$ cat config.mk
export PLATFORM = sky130hd
export DESIGN_NAME = mdu
export DESIGN_NICKNAME = d
export VERILOG_FILES = /design/src/rtl/mdu.sv
export SDC_FILE = /design/constraint.sdc
export NUM_CORES = 1
export LEC_CHECK = 0
export CORE_MARGIN = 4
export CORE_UTILIZATION = 40
export CTS_CLUSTER_SIZE = 25
export DETAILED_ROUTE_END_ITERATION = 16
export GPL_ROUTABILITY_DRIVEN = 0
export PLACE_DENSITY = 0.68
export SLEW_MARGIN = 20
export SYNTH_ARGS = -nofsm -noshare
export SYNTH_HDL_FRONTEND = slang
export SYNTH_SLANG_ARGS = --single-unit
$ cat constraint.sdc
create_clock -name clk -period 15.9 [get_ports clk]
set_input_delay 3.18 -clock clk [delete_from_list [all_inputs] [get_ports clk]]
set_output_delay 3.18 -clock clk [all_outputs]
set_load 0.01 [all_outputs]
$ cat src/rtl/mdu.sv
`default_nettype none
// ============================================================================
// mdu : iterative 32-bit multiply/divide unit with HI/LO registers
// Revision 1.0
// ============================================================================
module mdu (
  input  logic        clk,
  input  logic        reset,
  input  logic        start,
  input  logic [2:0]  mdCtrl,
  input  logic [31:0] SrcA,
  input  logic [31:0] RD2,
  input  logic        mfSel,
  output logic        busy,
  output logic        done,
  output logic        divZero,
  output logic [31:0] HI,
  output logic [31:0] LO,
  output logic [31:0] MDResult
);

  typedef enum logic [1:0] {
    IDLE = 2'd0,
    CALC = 2'd1,
    FIX  = 2'd2,
    DONE = 2'd3
  } state_t;

  localparam logic [4:0] C_LAST_ITER = 5'd31;

  state_t      state_q;
  logic [4:0]  cnt_q;
  logic        is_div_q;
  logic        neg_lo_q;
  logic        neg_hi_q;
  logic [31:0] b_q;
  logic [63:0] p_q;
  logic [63:0] p_d;
  logic [31:0] hi_q;
  logic [31:0] lo_q;
  logic [31:0] hi_d;
  logic [31:0] lo_d;
  logic        busy_q;
  logic        done_q;
  logic        divzero_q;

  logic        w_signed;
  logic        w_a_neg;
  logic        w_b_neg;
  logic [31:0] w_a_mag;
  logic [31:0] w_b_mag;
  logic        w_req_md;
  logic        w_req_mt;
  logic        w_div0;

  assign w_signed = ~mdCtrl[0];
  assign w_a_neg  = w_signed & SrcA[31];
  assign w_b_neg  = w_signed & RD2[31];
  assign w_a_mag  = w_a_neg ? (~SrcA + 32'd1) : SrcA;
  assign w_b_mag  = w_b_neg ? (~RD2 + 32'd1) : RD2;
  assign w_req_md = start & ~mdCtrl[2];
  assign w_req_mt = start & (mdCtrl[2:1] == 2'b10);
  assign w_div0   = mdCtrl[1] & (RD2 == 32'd0);

  // One iteration: p_q holds {acc, multiplier} or {remainder, dividend/quotient}.
  logic [32:0] w_mul_sum;
  logic [32:0] w_div_sh;
  logic        w_div_ge;
  logic [31:0] w_div_rem;

  always_comb begin
    w_mul_sum = {1'b0, p_q[63:32]} + {1'b0, b_q};
    w_div_sh  = p_q[63:31];
    w_div_ge  = (w_div_sh >= {1'b0, b_q});
    w_div_rem = w_div_ge ? (w_div_sh[31:0] - b_q) : w_div_sh[31:0];
    p_d       = p_q;
    if (is_div_q) begin
      p_d = {w_div_rem, p_q[30:0], w_div_ge};
    end else if (p_q[0]) begin
      p_d = {w_mul_sum, p_q[31:1]};
    end else begin
      p_d = {1'b0, p_q[63:32], p_q[31:1]};
    end
  end

  logic [63:0] w_prod_fix;
  logic [31:0] w_quo_fix;
  logic [31:0] w_rem_fix;

  always_comb begin
    w_prod_fix = neg_lo_q ? (~p_q + 64'd1) : p_q;
    w_quo_fix  = neg_lo_q ? (~p_q[31:0] + 32'd1) : p_q[31:0];
    w_rem_fix  = neg_hi_q ? (~p_q[63:32] + 32'd1) : p_q[63:32];
    if (is_div_q) begin
      hi_d = w_rem_fix;
      lo_d = w_quo_fix;
    end else begin
      hi_d = w_prod_fix[63:32];
      lo_d = w_prod_fix[31:0];
    end
  end

  always_ff @(posedge clk or posedge reset) begin
    if (reset) begin
      state_q   <= IDLE;
      cnt_q     <= 5'd0;
      is_div_q  <= 1'b0;
      neg_lo_q  <= 1'b0;
      neg_hi_q  <= 1'b0;
      b_q       <= 32'd0;
      p_q       <= 64'd0;
      hi_q      <= 32'd0;
      lo_q      <= 32'd0;
      busy_q    <= 1'b0;
      done_q    <= 1'b0;
      divzero_q <= 1'b0;
    end else begin
      done_q    <= 1'b0;
      divzero_q <= 1'b0;
      case (state_q)
        CALC: begin
          p_q   <= p_d;
          cnt_q <= cnt_q + 5'd1;
          if (cnt_q == C_LAST_ITER) begin
            state_q <= FIX;
          end
        end
        FIX: begin
          hi_q    <= hi_d;
          lo_q    <= lo_d;
          state_q <= DONE;
          busy_q  <= 1'b0;
          done_q  <= 1'b1;
        end
        default: begin
          state_q <= IDLE;
          if (w_req_md) begin
            if (w_div0) begin
              // Divide by zero skips the datapath and leaves HI/LO untouched.
              state_q   <= DONE;
              done_q    <= 1'b1;
              divzero_q <= 1'b1;
            end else begin
              state_q  <= CALC;
              busy_q   <= 1'b1;
              cnt_q    <= 5'd0;
              is_div_q <= mdCtrl[1];
              neg_lo_q <= w_a_neg ^ w_b_neg;
              neg_hi_q <= w_a_neg;
              if (mdCtrl[1]) begin
                b_q <= w_b_mag;
                p_q <= {32'd0, w_a_mag};
              end else begin
                b_q <= w_a_mag;
                p_q <= {32'd0, w_b_mag};
              end
            end
          end else if (w_req_mt) begin
            if (mdCtrl[0]) begin
              lo_q <= SrcA;
            end else begin
              hi_q <= SrcA;
            end
          end
        end
      endcase
    end
  end

  assign busy     = busy_q;
  assign done     = done_q;
  assign divZero  = divzero_q;
  assign HI       = hi_q;
  assign LO       = lo_q;
  assign MDResult = mfSel ? hi_q : lo_q;

endmodule
`default_nettype wire

* Word level (Yosys, flattened, before mapping)
Cells that the tools add are included.
** Storage, ports and cells
- Input bits :: 71
- Memories kept :: 0
- Register bits after elaboration :: 173
- Memory bits (writable) :: 0
- Latch bits :: 0
- ROM bits :: 0
- Logic and storage cells :: 96
** Operators by class
- Reductions and logical operators :: 11
- Muxes and demuxes :: 38
- Equal/unequal tests :: 9
- Multiply operators :: 0
- Bitwise operators :: 17
- Add/subtract/negate cells :: 8
- $lt $le $gt $ge :: 1
- Shift-type cells :: 0
- Div/mod/pow operators :: 0
** Operators with widths (number)
- $mux W32 :: 16
- $mux W64 :: 5
- $add A32 B1 Y32 const B :: 4
- $not A32 Y32 :: 4
- $pmux W32 S2 :: 2
- $pmux W64 S2 :: 1
- $add A64 B1 Y64 const B :: 1
- $not A64 Y64 :: 1
- $add A32 B32 Y33 :: 1
- $ge A33 B32 Y1 :: 1
- $logic_not A32 Y1 :: 1
- $sub A32 B32 Y32 :: 1
- $mux W5 :: 2
- $pmux W5 S2 :: 1
- $reduce_and A3 Y1 :: 3
- $ne A2 B1 Y1 const B :: 4
- $reduce_and A4 Y1 :: 2
- $reduce_bool A2 Y1 :: 4
- $mux W2 :: 3
- $not A1 Y1 :: 6
- $add A5 B1 Y5 const B :: 1
- $and A1 B1 Y1 :: 5
- $eq A5 B5 Y1 const B :: 1
- $mux W1 :: 5
- other kinds (7) :: 9

* Logic depth before layout (Yosys ltp)
- Word-level depth :: 7
- Gate-level depth with buffers :: 13

* Least setup slack after synthesis
No wires, ideal clock.
- Path type :: input -> output
- From :: in mfSel
- To :: out MDResult[10]
- Cell stages on the path :: 3
- Path slack :: 8.626 ns
- Arrival time :: 4.094 ns
- Path buffers :: 2
- Cells stage by stage :: clkbuf_1 buf_1 mux2_2
** On the way
- Longest elaborated chain between the ends :: 1
** RTL lines
- start, declared :: line 13 : input logic mfSel,
- $mux W32 :: line 175 : assign MDResult = mfSel ? hi_q : lo_q;
- end, declared :: line 19 : output logic [31:0] MDResult
No other way between the ends.

* Worst setup path in the final report
- From :: in mfSel
- To :: out MDResult[3]
The elaborated chain is that of the path after synthesis.

==> load_flow_metrics.sql <==
INSERT INTO impl_metrics (metric_group, metric, value, unit) VALUES
('status', 'status', 'finished clean', ''),
('logic_synthesis', 'synth-seq-cells', '173', ''),
('placed_design', 'place_worst_setup_slack', '7840', 'ps'),
('global_route', 'grt_usage', '25.7', '%'),
('power', 'power_leakage', '7.48', 'nW'),
('sta', 'rsz0062_at_grt', 'no', ''),
('final_layout', 'layout.cell_area.non_filler', '18100', 'µm²'),
('final_layout', 'layout.area.seq', '4330', 'µm²'),
('placed_design', 'cell_total_after_placement', '2510', ''),
('route', 'num_vias', '15600', ''),
('global_route', 'grt_start_max_net_pins', '103', ''),
('floorplanning', 'dieWidth', '204', 'µm'),
('final_layout', 'finalCoreUtilization', '47.8', '%'),
('cts', 'clock_tree.buffer_depth', '2', ''),
('setup_path', 'worstSetupPathType', 'primary input to output pin', ''),
('global_route', 'grt_first_pass_wirelength', '85100', 'µm'),
('logic_synthesis', 'synthesized_cell_area', '15400', 'µm²'),
('logic_synthesis', 'synth_ff_type', 'dfrtp_1', ''),
('sta', 'period_share', '50.8', '%'),
('power', 'pwr-share-seq', '24.0', '%'),
('floorplanning', 'top_level_ports', '170', ''),
('cts', 'hold_fix_buffer_count_after_cts', '0', ''),
('floorplanning', 'initial_utilization', '40.8', '%'),
('sta', 'timing.final.max_slew_violations', '0', ''),
('logic_synthesis', 'synth-async-reset-ratio', '100', '%'),
('logic_synthesis', 'netlist_instances', '1937', ''),
('placed_design', 'dp.final_hpwl', '42000', 'µm'),
('setup_path', 'worstSetupStartpointType', 'primary input', ''),
('global_route', 'grt_pass1_vias', '14600', ''),
('setup_path', 'critPathMostFrequentCell', 'clkdlybuf4s50_1', ''),
('route', 'route.detailed.drc', '0', ''),
('cts', 'cts.repair.resized', '0', ''),
('cts', 'clk_lat_worst_skew', '470', 'ps'),
('route', 'detail_route.vias_per_cell', '6.12', ''),
('cts', 'clock_sink_count', '173', ''),
('cts', 'cts_root_buf', 'clkbuf_16', ''),
('power', 'total_net_switching_power', '2.17', 'mW'),
('power', 'cellPowerDensity', '232', 'nW/µm²'),
('sta', 'final-setup-viol-count', '0', ''),
('flow_run', 'drv_cap', '0', ''),
('setup_path', 'critical-path-slowest-cell', 'clkdlybuf4s50_1', ''),
('sta', 'timing.final.hold_violations', '0', ''),
('setup_path', 'worst-endpoint-arrival', '4890', 'ps'),
('placed_design', 'io_buffer_count', '169', ''),
('logic_synthesis', 'synth.net_count', '2082', ''),
('final_layout', 'antenna-diode-count', '0', ''),
('setup_path', 'critical_path.cell_chain', 'clkdlybuf4s50_1 -> buf_4 -> mux2_2 -> clkdlybuf4s50_1', ''),
('setup_path', 'timing.critical_path.to_type', 'output pin', ''),
('cts', 'post_cts_buffers', '0', ''),
('sta', 'tightestPinTransition', '1090', 'ps'),
('logic_synthesis', 'synth-edff-count', '0', ''),
('sta', 'fmaxAchievable', '0.124', 'GHz'),
('floorplanning', 'core_area', '37800', 'µm²'),
('setup_path', 'critical_path_data_required_time', '12720', 'ps'),
('final_layout', 'nets', '2163', ''),
('global_route', 'antenna_found_initial', '0', ''),
('route', 'first_iter_violations', '1880', ''),
('setup_path', 'cp_max_fo', '32', ''),
('floorplanning', 'die_height', '204', 'µm'),
('cts', 'cts_tree', 'built', ''),
('final_layout', 'layout.filler_cells', '3700', ''),
('sta', 'relSlewSlack', '27.5', '%'),
('sta', 'timing.setup.tns', '0', 'ps'),
('route', 'avgRoutedWirePerCell', '21.7', 'µm'),
('cts', 'clk_pin_slew_worst_paths', '80', 'ps'),
('power', 'share_clk_of_total_power', '10.5', '%'),
('final_layout', 'post_layout_nonfiller_instances', '2542', ''),
('hold_path', 'hold_path.class', 'register to register', ''),
('final_layout', 'layout-drive-gt1-share', '7.29', '%'),
('power', 'maximum_vdd_drop', '0.105', 'mV'),
('placed_design', 'dpl_cell_area', '17500', 'µm²');
[worst paths after layout]
kind                       depth (start not counted)  startpoint           to  slack [ps]
min in group asynchronous                          2       reset      p_q[62]        3350
min                                                2      LO[31]       LO[31]         500
max                                                4       mfSel  MDResult[3]        7830
min reg2reg                                        2      LO[31]       LO[31]         500
max in group asynchronous                          3       reset     is_div_q       10950
max reg2reg                                       12     p_q[32]      p_q[61]       11670
[area by class of cell]
type | count | share of cell area, %
inverters | 66 | 1.40
repair buffers | 186 | 10.0
multi-input cells | 1574 | 57.7
well taps | 511 | 3.54
clock buffers | 17 | 2.35
flip-flops and latches | 173 | 23.9
clock inverters | 15 | 1.05
[Yosys cell counts (11+ instances only)]
library cell	n	area [µm²]
a211oi_1	29	218
a21o_1	40	300
a21oi_1	192	961
a222oi_1	17	170
a31oi_1	23	144
buf_1	11	41.3
clkbuf_1	107	402
dfrtp_1	173	4330
ha_1	72	901
inv_1	64	240
mux2_2	66	743
mux2i_1	52	521
nand2_1	204	766
nand2b_1	20	125
nand3_1	27	135
nand4_1	14	87.6
nor2_1	160	601
nor2b_1	26	163
nor3_1	29	145
nor4_1	15	93.8
o211ai_1	19	143
o21a_1	11	82.6
o21ai_0	186	931
o221ai_1	18	158
o31ai_1	27	203
o41ai_1	12	105
or3_1	17	106
xnor2_1	81	709
xor2_1	91	797
[routing by layer]
layer / GRT usage, % / vias up / routed length [µm]
li1: - / 7206 / -
met1: 37.6 / 7405 / 23900
met2: 37.9 / 830 / 23400
met3: 5.49 / 111 / 5960
met4: 8.47 / 0 / 1850
met5: 0 / - / 0
[flip-flops by register name, summed over array words and instances, names as in the netlist]
register  count
is_div_q      1
cnt_q         5
neg_lo_q      1
state_q       2
busy          1
HI           32
p_q          64
b_q          32
divZero       1
done          1
LO           32
neg_hi_q      1
[critical path: cells and delay by family]
family                 cells  cell delay, ps
buffers and inverters      3            1300
multiplexers               1             390
[logic make-up after synthesis]
group | after synthesis | synth area share, %
AO/OA/AOI/OAI | 631 | 25.3
AND/OR/NAND/NOR | 579 | 17.9
buffers and inverters | 190 | 4.71
flip-flops | 173 | 28.1
XOR/XNOR | 172 | 9.76
multiplexers | 118 | 8.19
adder cells (fa/ha/maj) | 74 | 6.10
[metrics by stage]
step           total power, mW  hold slack, ps
3_3_place_gp              3.65             478
2_1_floorplan             2.78             465
6_report                  4.20             501
4_1_cts                   4.15             507
3_5_place_dp              3.70             491
5_1_grt                   4.51             531
[power by group through the flow]
stage	logic [mW]	clock network (mW)	registers [mW]
after detailed placement	2.70	0	0.999
after global routing	3.03	0.457	1.03
after CTS	2.72	0.439	0.990
after floorplan	1.92	0	0.859
after global placement	2.66	0	0.993
final	2.75	0.440	1.01
[cell usage in the layout (no fill, tap or decap), types with 5 or more instances in the layout]
cell / synthesis / routed
o31ai_1: 27 / 27
xnor2_1: 81 / 81
a221oi_1: 10 / 10
nor3_1: 29 / 29
mux2i_1: 52 / 52
mux2_2: 66 / 66
and4_1: 5 / 5
nor3b_1: 10 / 10
nand3_1: 27 / 26
buf_4: 0 / 17
nand4_1: 14 / 14
or4_1: 7 / 7
dfrtp_1: 173 / 172
o21bai_1: 9 / 8
nand2_1: 204 / 204
o211ai_1: 19 / 19
inv_1: 64 / 63
nor2_1: 160 / 158
a32o_1: 5 / 5
o221ai_1: 18 / 18
a21oi_1: 192 / 190
ha_1: 72 / 70
o41ai_1: 12 / 12
and2_1: 8 / 8
o21a_1: 11 / 11
a31oi_1: 23 / 23
a21o_1: 40 / 39
a211oi_1: 29 / 29
xor2_1: 91 / 91
nor4_1: 15 / 15
or3_1: 17 / 17
clkbuf_16: 0 / 17
clkdlybuf4s50_1: 0 / 168
a222oi_1: 17 / 17
nor2b_1: 26 / 25
nand2b_1: 20 / 20
and3_1: 8 / 8
o21ai_0: 186 / 186
clkinv_8: 0 / 6
No activity file was read; power rests on OpenSTA's default activity.
